### config.mk
export PLATFORM = sky130hd
export DESIGN_NAME = mem_arbiter_flat
export DESIGN_NICKNAME = d
export VERILOG_FILES = /design/src/rtl/mem_arbiter_if.sv /design/src/rtl/mem_arbiter.sv /design/src/flat_wrapper.sv
export SDC_FILE = /design/constraint.sdc
export NUM_CORES = 1
export LEC_CHECK = 0
export BUFFER_PORTS_ARGS = -buffer_cell sky130_fd_sc_hd__buf_4
export CAP_MARGIN = 5
export CORE_MARGIN = 1.5
export CORE_UTILIZATION = 29
export DETAILED_ROUTE_END_ITERATION = 12
export GPL_TIMING_DRIVEN = 0
export PLACE_DENSITY = 0.9
export SETUP_SLACK_MARGIN = 0.2
export SKIP_CTS_REPAIR_TIMING = 1
export SLEW_MARGIN = 20
export SYNTH_ARGS = -nofsm -noshare
export SYNTH_HDL_FRONTEND = slang
export SYNTH_SLANG_ARGS = --single-unit
### constraint.sdc
create_clock -name clock -period 1.9 [get_ports clock]
set_clock_uncertainty 0.1 [all_clocks]
set_input_delay 0.38 -clock clock [delete_from_list [all_inputs] [get_ports clock]]
set_output_delay 0.38 -clock clock [all_outputs]
set_load 0.03 [all_outputs]
### src/rtl/mem_arbiter_if.sv
// Bundles both requester ports and the shared memory connection of mem_arbiter.
interface mem_arbiter_if #(
    parameter int WIDTH = 8
);
    logic             a_req;
    logic             b_req;
    logic             a_we;
    logic             b_we;
    logic             a_lock;
    logic             b_lock;
    logic [WIDTH-1:0] a_addr;
    logic [WIDTH-1:0] b_addr;
    logic [15:0]      a_wdata;
    logic [15:0]      b_wdata;
    logic             a_gnt;
    logic             b_gnt;
    logic [15:0]      a_rdata;
    logic [15:0]      b_rdata;
    logic             a_rvalid;
    logic             b_rvalid;
    logic             mem_write_enable;
    logic [WIDTH-1:0] mem_read_address;
    logic [WIDTH-1:0] mem_write_address;
    logic [15:0]      mem_data_in;
    logic [15:0]      mem_data_out;

    // Arbiter side.
    modport slave (
        input  a_req, b_req, a_we, b_we, a_lock, b_lock,
        input  a_addr, b_addr, a_wdata, b_wdata,
        input  mem_data_out,
        output a_gnt, b_gnt, a_rdata, b_rdata, a_rvalid, b_rvalid,
        output mem_write_enable, mem_read_address, mem_write_address, mem_data_in
    );

    // Requesters plus memory side.
    modport master (
        output a_req, b_req, a_we, b_we, a_lock, b_lock,
        output a_addr, b_addr, a_wdata, b_wdata,
        output mem_data_out,
        input  a_gnt, b_gnt, a_rdata, b_rdata, a_rvalid, b_rvalid,
        input  mem_write_enable, mem_read_address, mem_write_address, mem_data_in
    );
endinterface

### src/rtl/mem_arbiter.sv
// Two-port round-robin arbiter with bounded lock in front of one synchronous memory.
// Port A is instruction fetch, port B is data load/store; read data returns one
// cycle after the grant to the port that issued the read.
module mem_arbiter #(
    parameter int WIDTH    = 8,
    parameter int LOCK_MAX = 4
) (
    input logic          clock,
    input logic          reset_n,
    mem_arbiter_if.slave bus
);

    typedef enum logic [1:0] {
        SRC_NONE = 2'd0,
        SRC_A    = 2'd1,
        SRC_B    = 2'd2
    } src_t;

    localparam logic [4:0] LOCK_LIMIT = 5'(LOCK_MAX);

    logic             prio;
    src_t             lock_owner;
    logic [3:0]       lock_cnt;
    src_t             rd_tag;

    logic             grant_a;
    logic             grant_b;
    logic [WIDTH-1:0] sel_addr;
    logic [15:0]      sel_wdata;
    logic             sel_we;
    logic [4:0]       run_a;
    logic [4:0]       run_b;

    // Grant selection: live lock owner first, then single requester, then prio.
    always_comb begin
        grant_a = 1'b0;
        grant_b = 1'b0;
        if (!reset_n) begin
            grant_a = 1'b0;
            grant_b = 1'b0;
        end else if (lock_owner == SRC_A && bus.a_req) begin
            grant_a = 1'b1;
        end else if (lock_owner == SRC_B && bus.b_req) begin
            grant_b = 1'b1;
        end else if (bus.a_req && bus.b_req) begin
            grant_a = ~prio;
            grant_b = prio;
        end else if (bus.a_req) begin
            grant_a = 1'b1;
        end else if (bus.b_req) begin
            grant_b = 1'b1;
        end
    end

    // Route the granted port onto the memory; idle drives zeros.
    always_comb begin
        sel_addr  = '0;
        sel_wdata = '0;
        sel_we    = 1'b0;
        if (grant_a) begin
            sel_addr  = bus.a_addr;
            sel_wdata = bus.a_wdata;
            sel_we    = bus.a_we;
        end else if (grant_b) begin
            sel_addr  = bus.b_addr;
            sel_wdata = bus.b_wdata;
            sel_we    = bus.b_we;
        end
    end

    // Length of the locked run if this cycle's grant extends it. Releasing when the
    // run reaches LOCK_MAX equals releasing at lock_cnt == LOCK_MAX-1 for an
    // established owner, and also keeps LOCK_MAX = 1 from holding forever.
    always_comb begin
        run_a = (lock_owner == SRC_A) ? ({1'b0, lock_cnt} + 5'd1) : 5'd1;
        run_b = (lock_owner == SRC_B) ? ({1'b0, lock_cnt} + 5'd1) : 5'd1;
    end

    // Arbitration state: round-robin pointer, lock tracking and read return tag.
    always_ff @(posedge clock or negedge reset_n) begin
        if (!reset_n) begin
            prio       <= 1'b0;
            lock_owner <= SRC_NONE;
            lock_cnt   <= '0;
            rd_tag     <= SRC_NONE;
        end else begin
            if (grant_a && !bus.a_we) begin
                rd_tag <= SRC_A;
            end else if (grant_b && !bus.b_we) begin
                rd_tag <= SRC_B;
            end else begin
                rd_tag <= SRC_NONE;
            end

            if (grant_a) begin
                prio <= 1'b1;
                if (bus.a_lock && run_a < LOCK_LIMIT) begin
                    lock_owner <= SRC_A;
                    lock_cnt   <= run_a[3:0];
                end else begin
                    lock_owner <= SRC_NONE;
                    lock_cnt   <= '0;
                end
            end else if (grant_b) begin
                prio <= 1'b0;
                if (bus.b_lock && run_b < LOCK_LIMIT) begin
                    lock_owner <= SRC_B;
                    lock_cnt   <= run_b[3:0];
                end else begin
                    lock_owner <= SRC_NONE;
                    lock_cnt   <= '0;
                end
            end else begin
                lock_owner <= SRC_NONE;
                lock_cnt   <= '0;
            end
        end
    end

    assign bus.a_gnt             = grant_a;
    assign bus.b_gnt             = grant_b;
    assign bus.mem_write_enable  = sel_we;
    assign bus.mem_read_address  = sel_addr;
    assign bus.mem_write_address = sel_addr;
    assign bus.mem_data_in       = sel_wdata;
    assign bus.a_rvalid          = (rd_tag == SRC_A);
    assign bus.b_rvalid          = (rd_tag == SRC_B);
    assign bus.a_rdata           = bus.mem_data_out;
    assign bus.b_rdata           = bus.mem_data_out;

endmodule
### src/flat_wrapper.sv
// flat-port wrapper written by rule: the top's interface ports become plain ports
module mem_arbiter_flat 
#(
    parameter int WIDTH    = 8,
    parameter int LOCK_MAX = 4
)
  (clock, reset_n, bus_a_req, bus_b_req, bus_a_we, bus_b_we, bus_a_lock, bus_b_lock, bus_a_addr, bus_b_addr, bus_a_wdata, bus_b_wdata, bus_mem_data_out, bus_a_gnt, bus_b_gnt, bus_a_rdata, bus_b_rdata, bus_a_rvalid, bus_b_rvalid, bus_mem_write_enable, bus_mem_read_address, bus_mem_write_address, bus_mem_data_in);
  mem_arbiter_if #(.WIDTH(WIDTH)) bus_i ();
  input logic clock;
  input logic reset_n;
  input wire logic [$bits(bus_i.a_req)-1:0] bus_a_req;
  input wire logic [$bits(bus_i.b_req)-1:0] bus_b_req;
  input wire logic [$bits(bus_i.a_we)-1:0] bus_a_we;
  input wire logic [$bits(bus_i.b_we)-1:0] bus_b_we;
  input wire logic [$bits(bus_i.a_lock)-1:0] bus_a_lock;
  input wire logic [$bits(bus_i.b_lock)-1:0] bus_b_lock;
  input wire logic [$bits(bus_i.a_addr)-1:0] bus_a_addr;
  input wire logic [$bits(bus_i.b_addr)-1:0] bus_b_addr;
  input wire logic [$bits(bus_i.a_wdata)-1:0] bus_a_wdata;
  input wire logic [$bits(bus_i.b_wdata)-1:0] bus_b_wdata;
  input wire logic [$bits(bus_i.mem_data_out)-1:0] bus_mem_data_out;
  output wire logic [$bits(bus_i.a_gnt)-1:0] bus_a_gnt;
  output wire logic [$bits(bus_i.b_gnt)-1:0] bus_b_gnt;
  output wire logic [$bits(bus_i.a_rdata)-1:0] bus_a_rdata;
  output wire logic [$bits(bus_i.b_rdata)-1:0] bus_b_rdata;
  output wire logic [$bits(bus_i.a_rvalid)-1:0] bus_a_rvalid;
  output wire logic [$bits(bus_i.b_rvalid)-1:0] bus_b_rvalid;
  output wire logic [$bits(bus_i.mem_write_enable)-1:0] bus_mem_write_enable;
  output wire logic [$bits(bus_i.mem_read_address)-1:0] bus_mem_read_address;
  output wire logic [$bits(bus_i.mem_write_address)-1:0] bus_mem_write_address;
  output wire logic [$bits(bus_i.mem_data_in)-1:0] bus_mem_data_in;
  assign bus_i.a_req = bus_a_req;
  assign bus_i.b_req = bus_b_req;
  assign bus_i.a_we = bus_a_we;
  assign bus_i.b_we = bus_b_we;
  assign bus_i.a_lock = bus_a_lock;
  assign bus_i.b_lock = bus_b_lock;
  assign bus_i.a_addr = bus_a_addr;
  assign bus_i.b_addr = bus_b_addr;
  assign bus_i.a_wdata = bus_a_wdata;
  assign bus_i.b_wdata = bus_b_wdata;
  assign bus_i.mem_data_out = bus_mem_data_out;
  assign bus_a_gnt = bus_i.a_gnt;
  assign bus_b_gnt = bus_i.b_gnt;
  assign bus_a_rdata = bus_i.a_rdata;
  assign bus_b_rdata = bus_i.b_rdata;
  assign bus_a_rvalid = bus_i.a_rvalid;
  assign bus_b_rvalid = bus_i.b_rvalid;
  assign bus_mem_write_enable = bus_i.mem_write_enable;
  assign bus_mem_read_address = bus_i.mem_read_address;
  assign bus_mem_write_address = bus_i.mem_write_address;
  assign bus_mem_data_in = bus_i.mem_data_in;
  mem_arbiter #(.WIDTH(WIDTH), .LOCK_MAX(LOCK_MAX)) u_core (.clock(clock), .reset_n(reset_n), .bus(bus_i));
endmodule
# Word level (Yosys, flattened, before mapping)
# Cells that the tools add are included.
# Widths: inputs -> output; s select.
[totals]
ff_bits = 9
latch_bits = 0
ram_bits = 0
rom_bits = 0
out_inout_bits = 69
memories = 0
[op_classes]
add_sub_neg = 1
n_mul = 0
n_div = 0
order_cmp = 2
n_eq_ne = 4
shift = 0
n_mux = 31
bitwise_logic = 1
reduce_logical = 10
[ops]
columns = ["op", "n"]
rows = [
  ["$mux 16", 2],
  ["$mux 1", 16],
  ["$mux 4", 4],
  ["$mux 8", 2],
  ["$lt 5x3->1 const B", 2],
  ["$mux 2", 5],
  ["$mux 5", 2],
  ["$logic_and 1x1->1", 7],
  ["$add 4x1->5 const B", 1],
  ["$eq 2x1->1 const B", 2],
  ["$eq 2x2->1 const B", 2],
  ["$logic_not 1->1", 2],
  ["$reduce_bool 2->1", 1],
  ["$not 1->1", 1],
]

# Longest topological paths before layout
# Gate-level depths: netlist of the first run.
[depth]
word_depth = 9
ltp_mapped = 6
depth_no_buf = 5

# Worst setup path after synthesis of the first run
# OpenSTA, ideal clock, no wires.
[synth_timing]
kind = "flip-flop to output port"
start = "reg u_core.prio"
end = "out bus_mem_write_address[4]"
arrival_time_ps = 1697
slack_ps = -277
path_stages_with_launch = 6
path_buffers = 2
cell_sequence = "dfrtp_1 -> nand2b_2 -> a221oi_4 -> buf_6 -> a22o_1 -> buf_4"
[synth_via]
elab_chain_cells = 6
word_cells_on_any_way = 11
cone_classes = "mux: 10; bitwise: 1"
[synth_rtl]
columns = ["element", "line", "rtl"]
rows = [
  ["from (decl)", "mem_arbiter.sv:21", "logic prio;"],
  ["from (signal assigned)", "mem_arbiter.sv:82", "prio <= 1'b0;"],
  ["from (signal assigned)", "mem_arbiter.sv:96", "prio <= 1'b1;"],
  ["from (signal assigned)", "mem_arbiter.sv:105", "prio <= 1'b0;"],
  ["$mux 1 or $not 1->1 (tied branches)", "mem_arbiter.sv:45, mem_arbiter.sv:46", ""],
  ["$mux 1 (on tied branches)", "mem_arbiter.sv:43, mem_arbiter.sv:45", ""],
  ["$mux 1 (on tied branches)", "mem_arbiter.sv:41, mem_arbiter.sv:43", ""],
  ["$mux 1 (on tied branches)", "mem_arbiter.sv:38, mem_arbiter.sv:41", ""],
  ["$mux 8 or $mux 1 (tied branches)", "mem_arbiter.sv:64, mem_arbiter.sv:38", ""],
  ["$mux 8 (*)", "mem_arbiter.sv:60", "if (grant_a) begin"],
  ["to (decl)", "flat_wrapper.sv:30", "output wire logic [$bits(bus_i.mem_write_address)-1:0] bus_mem_write_address;"],
]
# Mark *: on every way between the ends. The rest lies on a longest branch, timed or not.

# Worst setup path in the final report of the first run
[layout_timing]
start = "reg u_core.prio"
end = "out bus_mem_write_address[6]"
# Same word-level chain as after synthesis.

==> results of run 1 <==
-- through the flow --
stage,power (uW),hold slack (ns),instances
6_report,1220,0.228,306
5_1_grt,1270,0.227,306
4_1_cts,1140,-0.116,295
3_5_place_dp,917,0.132,291
3_3_place_gp,906,0.127,291
2_1_floorplan,648,-0.0156,121
-- final cells by class --
class / count / area [sq um]
repair buffers: 134 / 1080
fillers: 260 / 966
multi-input cells: 66 / 686
plain buffers: 44 / 365
flip-flops and latches: 9 / 226
well taps: 46 / 57.6
clock buffers: 4 / 45.0
inverters: 3 / 11.3
-- final timing paths --
path | cells past startpoint | endpoint | slack (ns)
worst max-delay path | 7 | bus_mem_write_address[6] | -0.38
worst min-delay path | 2 | u_core.rd_tag[1] | 0.23
worst max register to register | 5 | u_core.lock_cnt[0] | 0.23
worst min register to register | 1 | u_core.lock_cnt[0] | 0.43
max in group asynchronous | 2 | u_core.lock_owner[0] | 0.79
min in group asynchronous | 2 | u_core.rd_tag[0] | 0.57
-- worst max-delay path, cell delays in order, from the launching register on --
cell and delay (ns):
dfrtp_1 0.40, nand2b_4 0.18, o22ai_4 0.25, nor2_4 0.09
buf_6 0.15, a22o_4 0.25, buf_6 0.11, buf_6 0.13
-- sequential cells by signal, indices dropped and copies added, names as in the netlist --
name,flops
u_core.rd_tag,2
u_core.prio,1
u_core.lock_cnt,4
u_core.lock_owner,2
-- power by group --
group / internal (uW) / switching, uW
clock network: 147 / 81.8
logic: 393 / 387
registers: 204 / 11.9
-- logic make-up (layout without fill, tap and decap cells) --
family | count (synthesis) | count (layout) | synth area share [%]
buffers and inverters | 47 | 185 | 33.0
other | 1 | 2 | 0.347
adder cells (fa/ha/maj) | 1 | 1 | 1.16
flip-flops | 9 | 9 | 20.8
AND/OR/NAND/NOR | 22 | 23 | 13.0
AO/OA/AOI/OAI | 40 | 40 | 31.7
-- cells in the final DEF (no fill, tap or decap), types with 2 or more instances in the layout --
cell	instances
buf_4	149
buf_6	25
a22o_4	15
a22o_2	10
dfrtp_1	8
o21ai_0	4
inv_1	3
nand2_1	3
a21oi_1	3
clkbuf_8	3
nand2b_4	2
and2b_1	2
nand3_1	2
nor3b_1	2
nor2_1	2
nor2b_1	2
conb_1	2
-- metal layers --
| layer | GRT usage, % | vias to the layer above | wire length (um) |
|---|---|---|---|
| met5 | 0 | - | 0 |
| li1 | - | 678 | - |
| met2 | 35.4 | 89 | 3000 |
| met4 | 8.42 | 0 | 187 |
| met1 | 18.5 | 693 | 1610 |
| met3 | 3.17 | 19 | 349 |
==> impl_metrics.py, run 1 <==
metrics = {
    "min_path": {
        "hold_class": "in2reg",
        "min_from": "bus_b_we",
    },
    "yosys": {
        "syn_inst": 120,
        "synth_area_sq_um": 1080,
        "synth_commonest_cells": "40 x buf_4, 25 x a22o_1, 9 x dfrtp_1",
        "synthTopCellsByArea": "buf_4 28%, dfrtp_1 21%, a22o_1 20%",
        "synth.ff_latch_count": 9,
        "ys_seq_area_share_pct": 20.8,
        "synth_top_area_share_pct": 27.8,
        "synthArstFlopShare_pct": 100,
        "synth_cell_type_count": 32,
        "syn-mean-instance-area_sq_um": 9.01,
        "yosysTopAreaCell": "buf_4",
        "synth-main-ff-cell": "dfrtp_1",
        "yosysWarnings": 0,
        "yosysMostFrequentCell": "buf_4",
        "synth_edf_count": 0,
    },
    "clock_network": {
        "htree_num_levels": 1,
        "clk_latency_ns": 0.24,
        "cts_buffers": 3,
        "cts.sinks": 9,
        "path_clk_slew_ns": 0.05,
        "cts_buffer_depth": 2,
        "cts_root_buf": "clkbuf_8",
        "cts_tree": "yes",
    },
    "placed_design": {
        "placed_area_sq_um": 2220,
        "portBuffers": 124,
        "gp_congestion": 0.769,
        "dp_hpwl_mm": 3.47,
        "place_ws_ns": -0.344,
    },
    "drt": {
        "routed_wirelength_mm": 5.14,
        "antenna_left": 0,
        "drc": 0,
        "firstDrtPassIters": 4,
        "routed_via_density": 4.83,
        "drtIter0Drc": 96,
        "vias": 1479,
        "routedWlPerCell_um": 16.8,
    },
    "layout": {
        "antenna_cells": 0,
        "syn_to_final_growth_pct": 129,
        "fin_util_pct": 71.9,
        "final_area_sq_um": 2480,
        "layout.nets": 334,
        "drive_gt1_share_pct": 83.1,
    },
    "grt": {
        "track_usage_pct": 18.2,
        "grt_pass1_wl_mm": 5.87,
        "first_global_vias": 1345,
        "grt_overflow": 0,
        "grt_max_degree": 16,
        "antenna_found_initial": 0,
    },
    "floorplan": {
        "die-area_sq_um": 4100,
        "io_pins": 141,
        "die_h_um": 64.1,
        "rows": 21,
        "coreArea_sq_um": 3440,
        "dieWidth_um": 64.1,
        "start_util_pct": 31.4,
    },
    "sta": {
        "period_share_pct": 120,
        "hold_viol": 0,
        "clock.fmax_mhz": 439,
        "rsz0062_at_grt": "yes",
        "setup_violations": 35,
        "drv_slew": 0,
        "fin_tns_setup_ns": -10.93,
        "finalWorstSetupSlack_ns": -0.379,
        "finalCriticalPeriod_ns": 2.28,
    },
    "power_and_ir_drop": {
        "power_density_nw_per_um2": 495,
        "p_leak_uw": 0.00136,
        "ir_worst_vdd_v": 0.000241,
    },
    "outcome": {
        "status": "complete, but fails checks",
        "violations": "setup timing",
    },
    "setup_path": {
        "crit_path_start": "u_core.prio",
        "crit_required_ns": 1.42,
        "worstSetupEndpointType": "output port",
        "critPathMaxFanout": 6,
        "cp.arrival_ns": 1.80,
        "startpoint_type": "register",
        "timing.rr.start": "u_core.lock_cnt[0]",
        "path_class": "reg2out",
    },
    "job": {
        "cap_violations": 0,
    },
}
No activity file was read; power rests on OpenSTA's default activity.
==> inputs of run 2 (changes only) <==
--- a/config.mk
+++ b/config.mk
@@ -5,6 +5,7 @@
 export SDC_FILE = /design/constraint.sdc
 export NUM_CORES = 1
 export LEC_CHECK = 0
+export ABC_AREA = 1
 export BUFFER_PORTS_ARGS = -buffer_cell sky130_fd_sc_hd__buf_4
 export CAP_MARGIN = 5
 export CORE_MARGIN = 1.5
==> run 2 against run 1 <==
The flow still finishes with violations (setup timing). Wire length decreased by 12%. Count of clock-buffer cells in the layout unchanged. Cell count increased by 20%. Register-to-register slack improved by 0.14 ns. Critical endpoint is now bus_mem_write_address[4]. Largest cell class unchanged. Highest routed layer unchanged.
==> impl_metrics.py, run 2 <==
metrics = {
    "drt": {
        "firstDrtPassIters": 4,
        "routed_via_density": 4.30,
        "routedWlPerCell_um": 12.3,
        "drtIter0Drc": 30,
        "routed_wirelength_mm": 4.54,
        "antenna_left": 0,
        "drc": 0,
        "vias": 1581,
    },
    "floorplan": {
        "die-area_sq_um": 4100,
        "io_pins": 141,
        "start_util_pct": 31.4,
        "coreArea_sq_um": 3440,
        "die_h_um": 64.1,
        "rows": 21,
        "dieWidth_um": 64.1,
    },
    "clock_network": {
        "path_clk_slew_ns": 0.04,
        "cts_buffers": 3,
        "cts.sinks": 9,
        "clk_latency_ns": 0.23,
        "cts_root_buf": "clkbuf_8",
        "cts_tree": "yes",
        "cts_buffer_depth": 2,
        "htree_num_levels": 1,
    },
    "sta": {
        "finalWorstSetupSlack_ns": -0.204,
        "drv_slew": 0,
        "finalCriticalPeriod_ns": 2.10,
        "hold_viol": 0,
        "rsz0062_at_grt": "yes",
        "period_share_pct": 111,
        "clock.fmax_mhz": 475,
        "whs_ns": 0.215,
        "setup_violations": 34,
    },
    "layout": {
        "finalNonFillerCells": 368,
        "final_cell_mix": "132 x buf_4, 49 x nand2_1, 43 x buf_6",
        "top_regs": "u_core.lock_cnt (4), u_core.lock_owner (2), u_core.rd_tag (2)",
        "layout.nets": 396,
        "antenna_cells": 0,
        "drive_gt1_share_pct": 72.4,
        "regMostFlops": "u_core.lock_cnt",
        "syn_to_final_growth_pct": 143,
        "final_common_cell": "buf_4",
        "largest_reg_flops": 4,
    },
    "grt": {
        "grt_pass1_wl_mm": 5.79,
        "antenna_found_initial": 0,
        "first_global_vias": 1384,
        "track_usage_pct": 17.3,
        "grt_max_degree": 12,
        "grt_overflow": 0,
    },
    "outcome": {
        "status": "complete, but fails checks",
        "violations": "setup timing",
    },
    "placed_design": {
        "gp_congestion": 0.829,
        "portBuffers": 124,
        "dpl.cell_count": 354,
        "dp_hpwl_mm": 3.25,
    },
    "yosys": {
        "syn-mean-instance-area_sq_um": 5.91,
        "ys_seq_area_share_pct": 20.8,
        "synth_edf_count": 0,
        "synthSimpleGateAreaFrac_pct": 40.0,
        "yosysWarnings": 0,
        "synth_mux_area_share_pct": 0,
        "syn_inst": 183,
        "synth_area_sq_um": 1080,
        "synthArstFlopShare_pct": 100,
        "synthTopCellsByArea": "nand2_1 32%, buf_4 28%, dfrtp_1 21%",
        "synth_cell_type_count": 17,
        "yosysMostFrequentCell": "nand2_1",
        "synth-xor-area-share_pct": 0,
        "synth-main-ff-cell": "dfrtp_1",
        "synth_commonest_cells": "91 x nand2_1, 41 x buf_4, 12 x inv_1",
        "post_synth_fa_ha_maj_area_fraction_pct": 1.16,
        "synth_top_family_by_area": "simple AND/OR/NAND/NOR gates",
        "yosysTopAreaCell": "nand2_1",
        "synth.ff_latch_count": 9,
        "synth_top_area_share_pct": 31.6,
        "synth_compound_area_share_pct": 1.74,
    },
    "setup_path": {
        "crit_required_ns": 1.42,
        "critPathMaxFanout": 6,
        "path_class": "reg2out",
        "cp.arrival_ns": 1.62,
        "worstSetupEndpointType": "output port",
        "startpoint_type": "register",
    },
    "power_and_ir_drop": {
        "ir_worst_vdd_v": 0.000438,
        "power_density_nw_per_um2": 457,
        "p_leak_uw": 0.00151,
    },
    "job": {
        "cap_violations": 0,
    },
    "min_path": {
        "hold_class": "in2reg",
    },
}
## run 2: path summary, 6_finish.rpt
kind                                      start                        to  slack, ns  depth (start not counted)
setup / recovery           u_core.lock_owner[0]  bus_mem_write_address[4]      -0.20                         10
hold / removal                         bus_b_we          u_core.rd_tag[1]       0.21                          2
setup reg to reg             u_core.lock_cnt[0]        u_core.lock_cnt[0]       0.37                          7
hold reg to reg                     u_core.prio               u_core.prio       0.45                          2
max in group asynchronous               reset_n        u_core.lock_cnt[2]       0.89                          2
min in group asynchronous               reset_n               u_core.prio       0.52                          2
## run 2: kinds of logic (layout without fill, tap and decap cells)
group | Yosys count | in the layout
other cells | 1 | 2
simple gates | 110 | 110
compound gates | 3 | 3
flops | 9 | 9
buf+inv | 59 | 197
fa+ha+maj | 1 | 1
## run 2: metrics by stage
step	setup WS (ns)	util (%)	TNS, ns	total power [uW]	instance area, sq um
2_1_floorplan	0.164	-	0	615	1240
3_3_place_gp	-0.144	64.7	-2.30	866	2230
3_5_place_dp	-0.114	64.7	-1.21	875	2230
4_1_cts	-0.294	66.0	-7.26	1100	2270
5_1_grt	-0.276	76.2	-7.13	1260	2620
6_report	-0.204	76.2	-4.37	1200	2620
## run 2: routing by layer
layer / up-vias / part of all wire [%] / global-route usage [%]
met5: - / 0 / 0
met4: 0 / 1.8 / 6.25
met3: 8 / 9.0 / 3.17
met2: 86 / 57 / 34.0
met1: 706 / 32 / 17.8
li1: 781 / - / -
## run 2: power breakdown
part | internal [uW] | switching, uW | total [uW]
sequential | 204 | 6.61 | 211
combinational | 373 | 398 | 771
clock | 146 | 71.9 | 218
total | 723 | 477 | 1200
## run 2: layout make-up
cell class | count | area [sq um]
Timing Repair Buffer | 134 | 1150
Clock buffer | 4 | 45.0
Multi-Input combinational cell | 116 | 686
Sequential cell | 9 | 225
Tap cell | 46 | 57.6
Buffer | 46 | 405
Inverter | 13 | 48.8
Fill cell | 261 | 820
## run 2: critical path: stages (launching register included)
cell	delay, ns
dfrtp_1	0.41
inv_2	0.05
nand2_2	0.06
nand2_2	0.08
a21oi_4	0.16
buf_6	0.16
buf_8	0.13
nand2_2	0.07
nand2_4	0.07
buf_6	0.09
buf_6	0.12
